[src/rtl/kf_bank_reader.sv]
// kf_bank_reader: read-out engine for bank read port B.
// Streams a run of consecutive bank words (wrapping at NR-1 -> 0) onto a
// valid/ready output stream through a 2-entry FIFO.
// Optional feature macro: KF_BANK_RD_TAG_EN. When it is defined, each FIFO
// entry also carries its source address, and m_addr is present.
//
// Handshake: a word transfers on a rising clk edge where m_valid && m_ready.
// m_valid, m_data and m_last stay stable while m_valid=1 and m_ready=0.
// m_valid comes from FIFO occupancy only and never depends on m_ready in
// the same cycle.
module kf_bank_reader #(
    parameter int W     = 24,
    parameter int NR    = 32,
    parameter int ADDRW = 5
) (
    input  logic             clk,
    input  logic             rst,
    input  logic             start,
    input  logic [ADDRW-1:0] base,
    input  logic [ADDRW:0]   len,
    input  logic             abort,
    output logic             busy,
    output logic             done,
    output logic [ADDRW-1:0] rd_addr,
    output logic             rd_en,
    input  logic [W-1:0]     rd_data,
    output logic             m_valid,
    input  logic             m_ready,
    output logic [W-1:0]     m_data,
    output logic             m_last,
`ifdef KF_BANK_RD_TAG_EN
    output logic [ADDRW-1:0] m_addr,
`endif
    output logic [1:0]       dbg_state
);

    typedef enum logic [1:0] {
        ST_IDLE  = 2'd0,
        ST_READ  = 2'd1,
        ST_DRAIN = 2'd2
    } state_t;

    // One FIFO entry: bank word, end-of-run flag and, optionally, the source address.
    typedef struct packed {
        logic [W-1:0]     data;
        logic             last;
`ifdef KF_BANK_RD_TAG_EN
        logic [ADDRW-1:0] addr;
`endif
    } entry_t;

    localparam logic [ADDRW:0]   NR_LEN    = (ADDRW+1)'(NR);
    localparam logic [ADDRW-1:0] LAST_ADDR = ADDRW'(NR - 1);

    state_t           state;
    logic [ADDRW-1:0] addr;
    logic [ADDRW:0]   rem;
    logic             done_r;

    entry_t           head;
    entry_t           tail;
    logic [1:0]       count;

    logic             pop;
    logic             issue;
    logic [ADDRW:0]   len_clamped;
    entry_t           new_entry;

    assign pop         = (count != 2'd0) && m_ready;
    // A read is issued when the FIFO has room now, or gains a slot from a pop in this cycle.
    assign issue       = (state == ST_READ) && ((count != 2'd2) || pop);
    assign len_clamped = (len > NR_LEN) ? NR_LEN : len;

    // Build the entry pushed in an issue cycle from the bank's combinational read data.
    always_comb begin
        new_entry      = '0;
        new_entry.data = rd_data;
        new_entry.last = (rem == (ADDRW+1)'(1));
`ifdef KF_BANK_RD_TAG_EN
        new_entry.addr = addr;
`endif
    end

    // Control FSM: latch the run, step the address and word count, and pulse done.
    always_ff @(posedge clk) begin
        if (rst) begin
            state  <= ST_IDLE;
            addr   <= '0;
            rem    <= '0;
            done_r <= 1'b0;
        end else if (abort) begin
            state  <= ST_IDLE;
            rem    <= '0;
            done_r <= 1'b0;
        end else begin
            done_r <= 1'b0;
            case (state)
                ST_IDLE: begin
                    if (start) begin
                        addr <= base;
                        rem  <= len_clamped;
                        if (len_clamped == '0) begin
                            done_r <= 1'b1;
                        end else begin
                            state <= ST_READ;
                        end
                    end
                end
                ST_READ: begin
                    if (issue) begin
                        addr <= (addr == LAST_ADDR) ? '0 : addr + ADDRW'(1);
                        rem  <= rem - (ADDRW+1)'(1);
                        if (rem == (ADDRW+1)'(1)) begin
                            state <= ST_DRAIN;
                        end
                    end
                end
                ST_DRAIN: begin
                    if (pop && head.last) begin
                        done_r <= 1'b1;
                        state  <= ST_IDLE;
                    end
                end
                default: begin
                    state <= ST_IDLE;
                end
            endcase
        end
    end

    // Two-entry FIFO: head drives the output stream, tail holds the second word.
    always_ff @(posedge clk) begin
        if (rst || abort) begin
            count <= 2'd0;
            head  <= '0;
            tail  <= '0;
        end else begin
            case ({issue, pop})
                2'b10: begin
                    if (count == 2'd0) begin
                        head <= new_entry;
                    end else begin
                        tail <= new_entry;
                    end
                    count <= count + 2'd1;
                end
                2'b01: begin
                    head  <= tail;
                    count <= count - 2'd1;
                end
                2'b11: begin
                    if (count == 2'd1) begin
                        head <= new_entry;
                    end else begin
                        head <= tail;
                        tail <= new_entry;
                    end
                end
                default: begin
                    count <= count;
                end
            endcase
        end
    end

    // Output mapping from registered state.
    always_comb begin
        busy      = (state != ST_IDLE);
        done      = done_r;
        rd_addr   = addr;
        rd_en     = issue;
        m_valid   = (count != 2'd0);
        m_data    = head.data;
        m_last    = head.last && (count != 2'd0);
        dbg_state = state;
`ifdef KF_BANK_RD_TAG_EN
        m_addr    = head.addr;
`endif
    end

endmodule
[config.mk]
export PLATFORM = sky130hd
export DESIGN_NAME = kf_bank_reader
export DESIGN_NICKNAME = d
export VERILOG_FILES = /design/src/rtl/kf_bank_reader.sv
export SDC_FILE = /design/constraint.sdc
export NUM_CORES = 1
export LEC_CHECK = 0
export CAP_MARGIN = 40
export CORE_ASPECT_RATIO = 1.2
export CORE_MARGIN = 1
export CORE_UTILIZATION = 35
export DETAILED_ROUTE_END_ITERATION = 16
export GPL_ROUTABILITY_DRIVEN = 1
export GPL_TIMING_DRIVEN = 0
export SLEW_MARGIN = 20
export SYNTH_ARGS = -nofsm -noshare
export SYNTH_HDL_FRONTEND = slang
export SYNTH_SLANG_ARGS = --single-unit
[constraint.sdc]
create_clock -name clk -period 3.3 [get_ports clk]
set_input_delay 0.495 -clock clk [delete_from_list [all_inputs] [get_ports clk]]
set_output_delay 0.495 -clock clk [all_outputs]
set_load 0.01 [all_outputs]
# ---- After elaboration in Yosys (flattened, before gate mapping)
# Index checks and enable logic that the tools add are counted.
# W data, S select, Z words.
dict set report word_totals {
  wordCells 78
  output_inout_bits 36
  register_bits 66
  inputBits 40
}
dict set report op_classes {
  reduce_logical 21
  bitwise_logic 1
  add_sub_neg 4
  order_cmp 1
  n_mux 25
  eq_ne 17
}
# operator n
set op_table {}
lappend op_table {{$mux W25} 4}
lappend op_table {{$pmux W25 S3} 1}
lappend op_table {{$pmux W25 S2} 1}
lappend op_table {{$mux W6} 3}
lappend op_table {{$ne A2 B2 Y1 const B} 9}
lappend op_table {{$mux W5} 3}
lappend op_table {{$pmux W6 S2} 1}
lappend op_table {{$mux W2} 5}
lappend op_table {{$pmux W5 S2} 1}
lappend op_table {{$reduce_bool A2 Y1} 5}
lappend op_table {{$eq A2 B1 Y1 const B} 3}
lappend op_table {{$eq A2 B2 Y1 const B} 3}
lappend op_table {{$eq A6 B1 Y1 const B} 1}
lappend op_table {{$gt A6 B6 Y1 const B} 1}
lappend op_table {{$logic_not A6 Y1} 1}
lappend op_table {{$pmux W2 S3} 1}
lappend op_table {{$reduce_and A3 Y1} 2}
lappend op_table {{$sub A6 B1 Y6 const B} 1}
lappend op_table {{$add A5 B1 Y5 const B} 1}
lappend op_table {{$eq A5 B5 Y1 const B} 1}
lappend op_table {{$reduce_and A5 Y1} 1}
lappend op_table {{$logic_and A1 B1 Y1} 4}
lappend op_table {{$logic_not A2 Y1} 2}
lappend op_table {{$pmux W2 S2} 1}
lappend op_table {{10 further kinds} 13}

# ---- Depth between registers and ports, before layout
dict set report logic_depth {
  depth_word 7
  depth_mapped 8
}

# ---- Worst setup path before layout
# No wires, ideal clock.
dict set report synth_path {
  path_type {reg-to-reg}
  start {register count[1]}
  end {register head[0] (netlist name)}
  synth_period_minus_slack_ps 1937
  arrival_time_ps 1862
  t_required_ps 3226
  path_stages_with_launch 9
  setup_ps 74
  path_buffers 2
  path_slack_ps 1363
  path_cell_list {dfxtp_1 inv_1 ha_1 nand2b_1 clkbuf_1 a21oi_1 clkbuf_1 nand2_1 a31oi_1}
}
dict set report synth_between {
  elab_chain_cells 7
  word_cells_on_any_way 15
  cone_classes {eq/ne: 6; mux: 2; reduce/logical: 7}
}
# item line_no
set synth_rtl {}
lappend synth_rtl {{start: declaration} 62} ;# logic [1:0] count;
lappend synth_rtl {{start signal: assignment} 145} ;# count <= count + 2'd1;
lappend synth_rtl {{start signal: assignment} 149} ;# count <= count - 2'd1;
lappend synth_rtl {{start signal: assignment} 160} ;# count <= count;
lappend synth_rtl {{$reduce_bool A2 Y1} 69} ;# assign pop = (count != 2'd0) && m_ready;
lappend synth_rtl {{$logic_and A1 B1 Y1} 69}
lappend synth_rtl {{$logic_or A1 B1 Y1} 71} ;# assign issue = (state == ST_READ) && ((count != 2'd2) || pop);
lappend synth_rtl {{$logic_and A1 B1 Y1} 71}
lappend synth_rtl {{$eq A2 B2 Y1 / $eq A2 B1 Y1 (equally long branches)} 138} ;# case ({issue, pop})
lappend synth_rtl {{$ne A2 B2 Y1 (no source line) / $reduce_bool A3 Y1 (equally long branches)} n/a}
lappend synth_rtl {{$reduce_and A2 Y1 (no source line)} n/a}
lappend synth_rtl {{end signal: assignment} 141} ;# head <= new_entry;
lappend synth_rtl {{end signal: assignment} 148} ;# head <= tail;
lappend synth_rtl {{end signal: assignment} 153} ;# head <= new_entry;
lappend synth_rtl {{end: declaration} 60} ;# entry_t head;
# Several ways; a longest one is shown, not always the timed one.
# A chain may end at the register's enable or synchronous reset.

# ---- Worst setup path after layout
dict set report layout_path {
  start {register count[1]}
  end {output rd_en}
}
dict set report layout_between {
  elab_chain_cells 4
  word_cells_on_any_way 5
  cone_classes {eq/ne: 1; reduce/logical: 4}
}
# item line_no
set layout_rtl {}
lappend layout_rtl {{$reduce_bool A2 Y1} 69}
lappend layout_rtl {{$logic_and A1 B1 Y1} 69}
lappend layout_rtl {{$logic_or A1 B1 Y1 *} 71}
lappend layout_rtl {{$logic_and A1 B1 Y1 *} 71}
lappend layout_rtl {{end: declaration} 25} ;# output logic rd_en,
# Every way passes the cells marked *; elsewhere a longest branch is shown, timed or not.

==> metrics.txt <==
drt wl/cell 13.8 um; EDFF count, synth 0; Top Metal Used met4; storage element area 0.00132 mm2; Die X 89.1 um; Worst EP required 2.80 ns; Pint 1.47 mW; Max-Cap Viols 0; R2R depth 8; crit path cell chain inv_1 > ha_1 > nand2b_1 > clkbuf_1 > a21oi_1 > clkdlybuf4s50_1; H-tree levels 3; largest net degree at the start of global routing 14; worst min-delay path class reg2reg; # rows 37; xor-xnor portion of the synthesized cell area 0.824%; dominant cells by area after synthesis dfxtp_1 41%, mux2i_1 8.2%, nand2_1 7.4%; post-synthesis compound-gate area fraction 18.3%; Simple-Gate Fraction of Synth Area 18.3%; top cell type's share of synthesized area 41.4%; Core Area 0.00870 mm2; r2r setup slk 0.82 ns; NetSw 0.491 mW; WP depth 6; Port Buffers 75; number of vias per cell 4.96; FF-to-FF End m_data[16]$_SDFFE_PP0P_; reg-to-reg critical path startpoint count[1]$_SDFFE_PP0P_; initial core utilization 36.6%; element type at the critical path start register; CTS tree yes; Die Area 0.00950 mm2; DR iter-0 viols 133; Total Wirelength 8090 um; Syn Nets 424; count of cell types in the netlist 42; Layout area overhead 35.9%; Fmax 355 MHz; Critical Path End rd_en; Synth Area in Adders 2.75%; Final setup viols 0; Tot Pwr 1.96 mW; remaining antenna violation count 0; Nets 510; Static Leak 1.61 nW; CP max-delay cell clkdlybuf4s50_1; total grt overflow 0; fill cell count 893; Async SR Flop Fraction 0%; Switching Share 25.0%; Top delay family on crit path buffers and inverters; Peak VDD IR 0.229 mV; WL met1 3620 um; WP data arrival 2.32 ns; Mapped Cells 377; setup bufs post-CTS 0; Ports 76; actual slew at the worst max-slew pin 0.805 ns; worst setup path start count[1]$_SDFFE_PP0P_; layout cell share with drive strength beyond 1 10.7%; RSZ-0062 raised after global routing no; initial antenna violation count 0; largest family of logic cells by synthesized area simple AND/OR/NAND/NOR gates; outcome complete, no violations; register share of total power 42.7%; placed cell area 0.00409 mm2; yosys warns 0; DRT Pass-1 Iters 4; DR DRC count 0; DR WL met2 4010 um; clock transition at the registers of the reported paths 0.07 ns; Worst setup EP type primary output; Clk Tree Root Cell clkbuf_8; Die Height 107 um; clk buf depth 2; syn_area_per_cell 8.46 um2; Clk network pwr share 42.9%; fin crit share 85.3%; multi-input logic area 0.00154 mm2; routed vias 2,901; synthesized flop and latch total 66; Post-synth top flop dfxtp_1; Clock Latency Late Sink 0.34 ns; cell area after synthesis 0.00319 mm2; crit path kind reg2out; post-synthesis mux area share 8.16%; Final Max Tran Viols 0; final HPWL from detailed placement 5860 um; max incr delay on CP 0.57 ns; Final Instance Area 0.00434 mm2; Seq/Total Area, Yosys 41.4%; Max FO, Critical Path 10; GRT Util Overall 18.3%; Slew headroom 46.4%; hold buffers post-CTS 0; first-pass GRT wire length 13,300 um; P per Cell Area 453 mW/mm2; clock sinks 66; ant diodes 0; Fin Setup TNS 0 ns; dominant cell type by area after synthesis dfxtp_1; Tmin final 2.81 ns; Critical path buffers and inverters 3; CTS resizes 0; GPL Wtd Cong 0.809; metal3 WL 294 um; vias in the first global route 2,852; Final Hold Violating Endpoints 0; Comb power frac 14.4%; CTS buffer count 9; Worst Skew 0.00899 ns
[cells in the mapped netlist (6+ instances only)]
library cell   n
mux2i_1       26
nand2_1       63
nor2_1        34
a21oi_1       11
clkbuf_1      18
ha_1           7
o21ai_0       34
inv_1          6
nor3b_1        6
dfxtp_1       66
buf_4         24
a31oi_1       27
[registers in the layout, indices dropped and copies added (netlist names)]
name	flops
rem	6
rd_addr	5
dbg_state	2
m_data	24
count	2
head	1
done	1
tail	25
[power by group through the flow]
| stage | sequential, mW | clock [mW] | combinational (mW) |
|---|---|---|---|
| after global routing | 0.841 | 0.902 | 0.313 |
| after floorplan | 0.854 | 0 | 0.148 |
| after detailed placement | 0.856 | 0 | 0.285 |
| final | 0.838 | 0.842 | 0.283 |
| after global placement | 0.856 | 0 | 0.283 |
| after CTS | 0.838 | 0.861 | 0.287 |
[routing by layer]
metal | GRT usage (%) | up-vias
met5 | 0 | -
met4 | 8.62 | 0
met3 | 3.08 | 15
met2 | 31.4 | 65
met1 | 21.9 | 1356
li1 | - | 1465
[area by class of cell]
class | count | share of cell area (%)
Sequential cell | 66 | 30.5
Buffer | 47 | 7.04
Timing Repair Buffer | 75 | 17.3
Multi-Input combinational cell | 258 | 35.5
Tap cell | 117 | 3.38
Clock buffer | 9 | 2.86
Inverter | 6 | 0.519
Clock inverter | 7 | 2.89
[cells in the final DEF, fill, tap and decap left out, types with 7 or more instances in the layout]
cell type	n
buf_4	24
nand2_1	63
o21ai_0	34
a31oi_1	27
ha_1	7
dfxtp_1	66
clkbuf_8	9
clkdlybuf4s50_1	75
nor2_1	34
mux2i_1	26
clkbuf_1	18
a21oi_1	11
[worst reg2reg max path, delay by kind of cell, from the launching register on]
kind	cells	cell delay, ns
buf+inv	3	0.74
flops	1	0.38
compound gates	2	0.71
fa+ha+maj	1	0.28
simple gates	2	0.29
[through the flow]
stage | utilization (%) | hold slack, ns | cells | setup WS [ns]
5_1_grt | 49.8 | 0.499 | 585 | 0.291
3_5_place_dp | 47.0 | 0.465 | 569 | 0.496
3_3_place_gp | 47.0 | 0.456 | 569 | 0.506
2_1_floorplan | - | 0.448 | 377 | 1.36
6_report | 49.8 | 0.473 | 585 | 0.486
4_1_cts | 49.8 | 0.476 | 585 | 0.471
[cells by family after synthesis]
logic type	count (synthesis)
multiplexers	26
buffers and inverters	53
flip-flops	66
XOR/XNOR	3
AND/OR/NAND/NOR	130
AO/OA/AOI/OAI	92
adder cells (fa/ha/maj)	7
[worst min path at each step]
stage | slack [ns] | cells after the start | endpoint | startpoint
5_1_grt | 0.50 | 2 | m_data[0]$_SDFFE_PP0P_ | tail[1]$_SDFFE_PP0P_
3_5_place_dp | 0.46 | 2 | m_data[15]$_SDFFE_PP0P_ | tail[16]$_SDFFE_PP0P_
6_report | 0.47 | 2 | m_data[15]$_SDFFE_PP0P_ | tail[16]$_SDFFE_PP0P_
3_3_place_gp | 0.46 | 2 | m_data[10]$_SDFFE_PP0P_ | tail[11]$_SDFFE_PP0P_
4_1_cts | 0.48 | 2 | m_data[15]$_SDFFE_PP0P_ | tail[16]$_SDFFE_PP0P_
2_1_floorplan | 0.45 | 2 | m_data[23]$_SDFFE_PP0P_ | tail[24]$_SDFFE_PP0P_
Power figures use the tool's default switching activity.
